File: config.mk
export PLATFORM = sky130hd
export DESIGN_NAME = frame_stim_gen
export DESIGN_NICKNAME = d
export VERILOG_FILES = /design/src/rtl/frame_stim_gen.sv
export SDC_FILE = /design/constraint.sdc
export NUM_CORES = 1
export LEC_CHECK = 0
export ABC_AREA = 1
export CAP_MARGIN = 10
export CORE_UTILIZATION = 54
export DETAILED_ROUTE_END_ITERATION = 12
export PLACE_DENSITY_LB_ADDON = 0.12
export SYNTH_ARGS = -nofsm -noshare
export SYNTH_HDL_FRONTEND = slang
export SYNTH_SLANG_ARGS = --single-unit
File: constraint.sdc
create_clock -name clk_sys -period 2.2 [get_ports clk_sys]
set_input_delay 0.44 -clock clk_sys [delete_from_list [all_inputs] [get_ports clk_sys]]
set_output_delay 0.44 -clock clk_sys [all_outputs]
set_load 0.02 [all_outputs]
File: src/rtl/frame_stim_gen.sv
// frame_stim_gen
//   Run-time configurable frame source for the transmit path. Emits a run of
//   frames (header of zeros, body of fill+frame_idx, trailer of all-ones)
//   separated by a programmable idle gap, with per-frame priority, and counts
//   discard strobes coming back from the transmit path.
// Ports
//   clk_sys, reset            clock, synchronous active-high reset
//   start, stop               run control pulses
//   cfg_*                     run configuration, captured on an accepted start
//   m_discard_en              discard strobe, counted into `discards`
//   f_data_in .. f_hi_priority  registered frame beat outputs
//   busy, done                run status
//   frames_sent, discards     saturating per-run counters
module frame_stim_gen #(
  parameter int DATA_W    = 8,
  parameter int LEN_W     = 12,
  parameter int CNT_W     = 16,
  parameter int HDR_BYTES = 4,
  parameter int TRL_BYTES = 4
) (
  input  logic               clk_sys,
  input  logic               reset,
  input  logic               start,
  input  logic               stop,
  input  logic [CNT_W-1:0]   cfg_num_frames,
  input  logic [LEN_W-1:0]   cfg_frame_len,
  input  logic [7:0]         cfg_gap,
  input  logic [1:0]         cfg_prio_mode,
  input  logic [DATA_W-1:0]  cfg_fill,
  input  logic               m_discard_en,
  output logic [DATA_W-1:0]  f_data_in,
  output logic               f_rec_data_valid,
  output logic               f_rec_frame_valid,
  output logic [2*LEN_W-1:0] f_ctrl_in,
  output logic               f_hi_priority,
  output logic               busy,
  output logic               done,
  output logic [CNT_W-1:0]   frames_sent,
  output logic [CNT_W-1:0]   discards
);
  localparam logic [2:0] S_IDLE = 3'd0;
  localparam logic [2:0] S_HDR  = 3'd1;
  localparam logic [2:0] S_BODY = 3'd2;
  localparam logic [2:0] S_TRL  = 3'd3;
  localparam logic [2:0] S_GAP  = 3'd4;
  localparam logic [2:0] S_DONE = 3'd5;

  localparam logic [LEN_W-1:0] MIN_LEN  = LEN_W'(HDR_BYTES + TRL_BYTES + 1);
  localparam logic [LEN_W-1:0] OVERHEAD = LEN_W'(HDR_BYTES + TRL_BYTES);
  localparam logic [LEN_W-1:0] HDR_LAST = LEN_W'(HDR_BYTES - 1);
  localparam logic [LEN_W-1:0] TRL_LAST = LEN_W'(TRL_BYTES - 1);
  localparam logic [7:0]       SEED     = 8'hA5;

  // FSM / sequencing state
  logic [2:0]       state_q, state_d;
  logic [LEN_W-1:0] beat_q, beat_d;
  logic [CNT_W-1:0] fidx_q, fidx_d;
  logic [7:0]       lfsr_q, lfsr_d;
  logic             stop_pend_q, stop_pend_d;

  // configuration captured at start
  logic [CNT_W-1:0]  num_q;
  logic [LEN_W-1:0]  len_q;
  logic [7:0]        gap_q;
  logic [1:0]        mode_q;
  logic [DATA_W-1:0] fill_q;

  // registered outputs
  logic [DATA_W-1:0]  data_q, data_d;
  logic               dv_q, fv_q, prio_q, busy_q, done_q;
  logic [2*LEN_W-1:0] ctrl_q;
  logic [CNT_W-1:0]   frames_q, frames_d, disc_q, disc_d;

  logic             start_acc, in_frame, run_state, frame_end, prio_sel, fv_d;
  logic [CNT_W-1:0] fidx_nxt;
  logic [LEN_W-1:0] body_last, gap_last;
  logic [7:0]       lfsr_nxt;

  assign start_acc = (state_q == S_IDLE) && start;
  assign in_frame  = (state_q == S_HDR) || (state_q == S_BODY) || (state_q == S_TRL);
  assign run_state = in_frame || (state_q == S_GAP);
  assign fidx_nxt  = fidx_q + CNT_W'(1);
  assign body_last = len_q - OVERHEAD - LEN_W'(1);
  assign gap_last  = LEN_W'(gap_q) - LEN_W'(1);
  // Fibonacci LFSR, taps 8,6,5,4
  assign lfsr_nxt  = {lfsr_q[6:0], lfsr_q[7] ^ lfsr_q[5] ^ lfsr_q[4] ^ lfsr_q[3]};

  always_comb begin
    state_d     = state_q;
    beat_d      = beat_q;
    fidx_d      = fidx_q;
    lfsr_d      = lfsr_q;
    stop_pend_d = stop_pend_q;
    frame_end   = 1'b0;
    case (state_q)
      S_IDLE: if (start) begin
        beat_d      = '0;
        fidx_d      = '0;
        lfsr_d      = SEED;
        stop_pend_d = 1'b0;
        state_d     = (cfg_num_frames == '0) ? S_DONE : S_HDR;
      end
      S_HDR: begin
        stop_pend_d = stop_pend_q | stop;
        if (beat_q == HDR_LAST) begin beat_d = '0; state_d = S_BODY; end
        else beat_d = beat_q + LEN_W'(1);
      end
      S_BODY: begin
        stop_pend_d = stop_pend_q | stop;
        if (beat_q == body_last) begin beat_d = '0; state_d = S_TRL; end
        else beat_d = beat_q + LEN_W'(1);
      end
      S_TRL: begin
        stop_pend_d = stop_pend_q | stop;
        if (beat_q == TRL_LAST) begin
          frame_end = 1'b1;
          beat_d    = '0;
          fidx_d    = fidx_nxt;
          lfsr_d    = lfsr_nxt;
          // a stop seen anywhere in this frame ends the run here, no gap
          if (fidx_nxt == num_q || stop || stop_pend_q) state_d = S_DONE;
          else if (gap_q == '0)                         state_d = S_HDR;
          else                                          state_d = S_GAP;
        end else beat_d = beat_q + LEN_W'(1);
      end
      S_GAP: begin
        if (stop) begin beat_d = '0; state_d = S_DONE; end
        else if (beat_q == gap_last) begin beat_d = '0; state_d = S_HDR; end
        else beat_d = beat_q + LEN_W'(1);
      end
      S_DONE:  state_d = S_IDLE;
      default: state_d = S_IDLE;
    endcase
  end

  always_comb begin
    case (mode_q)
      2'b00:   prio_sel = 1'b0;
      2'b01:   prio_sel = 1'b1;
      2'b10:   prio_sel = ~fidx_q[0];
      default: prio_sel = lfsr_q[0];
    endcase
  end

  always_comb begin
    data_d = '0;
    case (state_q)
      S_BODY:  data_d = fill_q + DATA_W'(fidx_q);
      S_TRL:   data_d = '1;
      default: data_d = '0;
    endcase
  end

  assign fv_d     = (state_q == S_HDR) && (beat_q == '0);
  assign frames_d = start_acc ? '0 :
                    (frame_end && !(&frames_q)) ? frames_q + CNT_W'(1) : frames_q;
  assign disc_d   = start_acc ? '0 :
                    (m_discard_en && !(&disc_q)) ? disc_q + CNT_W'(1) : disc_q;

  // Outputs are one cycle behind state_q: state_q describes the beat that
  // appears on the outputs after the next edge.
  always_ff @(posedge clk_sys) begin
    if (reset) begin
      state_q     <= S_IDLE;
      beat_q      <= '0;
      fidx_q      <= '0;
      lfsr_q      <= SEED;
      stop_pend_q <= 1'b0;
      num_q       <= '0;
      len_q       <= '0;
      gap_q       <= '0;
      mode_q      <= '0;
      fill_q      <= '0;
      data_q      <= '0;
      dv_q        <= 1'b0;
      fv_q        <= 1'b0;
      ctrl_q      <= '0;
      prio_q      <= 1'b0;
      busy_q      <= 1'b0;
      done_q      <= 1'b0;
      frames_q    <= '0;
      disc_q      <= '0;
    end else begin
      state_q     <= state_d;
      beat_q      <= beat_d;
      fidx_q      <= fidx_d;
      lfsr_q      <= lfsr_d;
      stop_pend_q <= stop_pend_d;
      if (start_acc) begin
        num_q  <= cfg_num_frames;
        len_q  <= (cfg_frame_len < MIN_LEN) ? MIN_LEN : cfg_frame_len;
        gap_q  <= cfg_gap;
        mode_q <= cfg_prio_mode;
        fill_q <= cfg_fill;
      end
      data_q   <= data_d;
      dv_q     <= in_frame;
      fv_q     <= fv_d;
      ctrl_q   <= fv_d ? {len_q, len_q} : '0;
      prio_q   <= in_frame ? prio_sel : 1'b0;
      busy_q   <= run_state;
      done_q   <= (state_q == S_DONE);
      frames_q <= frames_d;
      disc_q   <= disc_d;
    end
  end

  assign f_data_in         = data_q;
  assign f_rec_data_valid  = dv_q;
  assign f_rec_frame_valid = fv_q;
  assign f_ctrl_in         = ctrl_q;
  assign f_hi_priority     = prio_q;
  assign busy              = busy_q;
  assign done              = done_q;
  assign frames_sent       = frames_q;
  assign discards          = disc_q;
endmodule

==> results.md <==
- Worst IR Drop VDD: 0.000593 V
- Io pins: 120
- Vias: 7,403
- CTS tree: done
- Die Area: 0.0143 mm2
- CP Class: register to register
- Syn nets: 1,139
- Post-Syn Area: 0.00746 mm2
- Total CTS buffers: 17
- Synth Register Bits: 143
- Max-slew headroom: 0.561
- WP data required: 2.52 ns
- Vias per cell: 5.31
- Largest net degree at the start of global routing: 54
- Final ANT Viol Nets: 0
- Setup violators final: 0
- Fin crit period: 2.11 ns
- DRT iter0 DRCs: 523
- Post-place setup slack: -0.0387 ns
- Launch point of the worst hold path: stop_pend_q$_SDFFE_PP0P_
- Initial antenna violation count: 0
- Hold WC Path Type: register to register
- # DRC: 0
- # diodes: 0
- Fmax: 473 MHz
- Synth Area per Inst: 6.95 um2
- Status: finished clean
- Die height: 120 um
- CP endpoint kind: register
- R2R setup slack: 0.09 ns
- Clk_lat worst skew: 0.43 ns
- Initial core utilization: 0.559
- Worst Max-Slew Pin Slew: 0.651 ns
- Mapped Cells: 1,073
- First-pass GRT wire length: 31,800 um
- GPL Wtd Cong: 0.877
- Yosys warns: 0
- Gr usage total: 0.278
- Largest area contributor in the netlist: dfxtp_1
- Die X-Extent: 120 um
- FILL cells: 1,120
- WL/cell: 14.0 um
- Reg2reg path depth: 12
- Unique masters post-synth: 52
- Clk root buf: clkbuf_16
- Worst R2R End: beat_q[0]$_SDFFE_PP0P_
- Reg2reg start: gap_q[0]$_SDFFE_PP0P_
- Final setup margin: 0.0859 ns
- CP max stage delay: 0.34 ns
- Clock Skew: 0.00893 ns
- Core ar.: 0.0133 mm2
- Max stage delay cell, worst path: dfxtp_1
- CP startpoint kind: register
- NumNets Final: 1,271
- Synth top area share: 0.384
- Vias in the first global route: 6,827
- Longest Clk Path Bufs: 2
- Cell Chain, Critical Path: inv_2 -> ha_2 -> xor2_1 -> o21ai_0 -> nor2_1 -> nand3_1 -> nor2_1 -> nand3_1 -> a21oi_4 -> nand2_4 -> o211ai_1 -> inv_1
- Detailed placer's ending HPWL: 13,600 um
- DRT Pass-1 Iters: 6
- Pwr Density: 913 mW/mm2
- Fin util: 0.720
- Sequential share of the synthesized area: 0.384
- Slew Limit Fails: 0
- Hold endpoint: stop_pend_q$_SDFFE_PP0P_
- Clock-pin slew on the worst setup and hold paths: 0.06 ns
- Area contributors post-synth: dfxtp_1 38%, nand2_1 11%, nor2_1 6.8%
- Total Wirelength: 19,400 um
- GRT overflow: 0
- Postcts setup bufs: 0
- Fraction of layout cells with a size suffix above 1: 0.115
- Final critical-path share of the clock period: 0.961
- Hold Violations, Final: 0
- Hold-fix buffers, CTS: 0
- # port buffers: 119
- Area grow syn2layout: 28.8%
- Setup TNS: 0 ns
- Worst Hold Depth: 2
- CP Max Fanout: 6
- CTS sink count: 143
- Cell row count: 42
- Max-Cap Viols: 0
- LEAKAGE: 3.84 nW
- H-tree depth: 4
- Arrival @ worst endpoint: 2.43 ns
cells by family (layout without fill, tap and decap cells):
| family | Yosys count | in the layout | share of synthesized area |
|---|---|---|---|
| AND/OR/NAND/NOR | 522 | 523 | 0.314 |
| AO/OA/AOI/OAI | 181 | 181 | 0.132 |
| buffers and inverters | 177 | 320 | 0.0971 |
| flip-flops | 143 | 143 | 0.384 |
| XOR/XNOR | 35 | 35 | 0.0470 |
| adder cells (fa/ha/maj) | 15 | 15 | 0.0262 |
sequential cells by signal, indices dropped and copies added, names as in the netlist:
name and cells:
done 1, num_q 16, beat_q 12, fill_q 8, f_data_in 8, busy 1
frames_sent 16, state_q 3, fidx_q 16, gap_q 8, stop_pend_q 1, mode_q 2
f_rec_data_valid 1, len_q 12, lfsr_q 8, f_rec_frame_valid 1, f_ctrl_in 12, f_hi_priority 1
discards 16
through the flow:
stage	cell area (um2)	power [mW]	cells	hold slack, ns
finish	9610	8.77	1393	0.460
CTS	9500	8.62	1392	0.467
detailed placement	8940	5.83	1361	0.454
floorplan	7460	4.96	1073	0.429
global placement	8940	5.79	1361	0.447
global route	9610	9.28	1393	0.485
per-layer routing:
metal	routed length, um	global-route usage	up-vias
met2	8760	0.438	282
li1	-	-	3743
met3	1350	0.0589	31
met1	8990	0.375	3347
met4	335	0.105	0
met5	0	0	-
cells in the final DEF, fill, tap and decap left out, types with 5 or more instances in the layout:
cell type,n
nand2_1,212
dfxtp_1,138
nor2_1,130
clkdlybuf4s50_1,119
inv_1,111
nand3_1,85
a21oi_1,82
o21ai_0,62
buf_4,35
xor2_1,22
inv_2,21
nor3_1,20
clkbuf_16,17
nand4_1,16
ha_1,11
xnor2_1,10
nand2_2,9
nor4_1,9
nor2_2,8
nor2_4,7
o21ai_1,7
nand3b_1,6
clkinv_2,6
o22ai_1,5
dfxtp_2,5
Yosys cell counts (all sizes together):
| library cell | instances |
|---|---|
| a211oi | 2 |
| a21boi | 1 |
| a21oi | 83 |
| a221oi | 2 |
| a22oi | 1 |
| a31oi | 4 |
| and3 | 1 |
| buf | 23 |
| clkbuf | 20 |
| clkinv | 2 |
| dfxtp | 143 |
| fa | 1 |
| ha | 14 |
| inv | 132 |
| nand2 | 222 |
| nand3 | 89 |
| nand3b | 6 |
| nand4 | 16 |
| nor2 | 147 |
| nor3 | 24 |
| nor3b | 1 |
| nor4 | 9 |
| o211a | 1 |
| o211ai | 2 |
| o21a | 1 |
| o21ai | 71 |
| o21bai | 4 |
| o221a | 1 |
| o22ai | 5 |
| o31ai | 1 |
| o32ai | 2 |
| or2 | 7 |
| xnor2 | 10 |
| xnor3 | 1 |
| xor2 | 22 |
| xor3 | 2 |
worst max-delay path, delay by kind of cell (launching register included):
| kind | cells | cell delay (ns) |
|---|---|---|
| fa+ha+maj | 1 | 0.32 |
| compound gates | 3 | 0.54 |
| buf+inv | 2 | 0.12 |
| flops | 1 | 0.34 |
| xor+xnor | 1 | 0.14 |
| simple gates | 5 | 0.54 |
area by class of cell:
type / count / area [um2] / area share
well taps: 176 / 220 / 0.0229
multi-input cells: 754 / 3980 / 0.415
repair buffers: 155 / 1470 / 0.153
inverters: 134 / 508 / 0.0529
clock inverters: 12 / 121 / 0.0126
flip-flops and latches: 143 / 2870 / 0.299
clock buffers: 19 / 433 / 0.0451
worst max path at each step:
stage                     startpoint                       to  slack [ns]  cells past startpoint
2_1_floorplan  len_q[0]$_SDFFE_PP0P_   beat_q[0]$_SDFFE_PP0P_        0.28                     15
3_3_place_gp   len_q[0]$_SDFFE_PP0P_   beat_q[0]$_SDFFE_PP0P_        0.06                     14
3_5_place_dp   len_q[0]$_SDFFE_PP0P_   beat_q[0]$_SDFFE_PP0P_       -0.04                     14
4_1_cts        len_q[0]$_SDFFE_PP0P_  state_q[0]$_SDFFE_PP0P_      -0.002                     15
5_1_grt        len_q[0]$_SDFFE_PP0P_  state_q[0]$_SDFFE_PP0P_       -0.04                     15
6_report       gap_q[0]$_SDFFE_PP0P_   beat_q[0]$_SDFFE_PP0P_        0.09                     12
timing repair:
| action | CTS | global route |
|---|---|---|
| pin swaps | 0 | 8 |
| setup endpoints to repair | 13 | 15 |
| gates resized for setup | 1 | 34 |
| gates cloned | 0 | 1 |
report_power, final:
group	switching, mW	total, mW	internal, mW	leakage, nW
Sequential	0.237	3.17	2.93	1.17
Clock	1.11	2.75	1.65	0.268
Combinational	1.76	2.85	1.09	2.41
Total	3.10	8.77	5.67	3.84
Power figures use the tool's default switching activity.
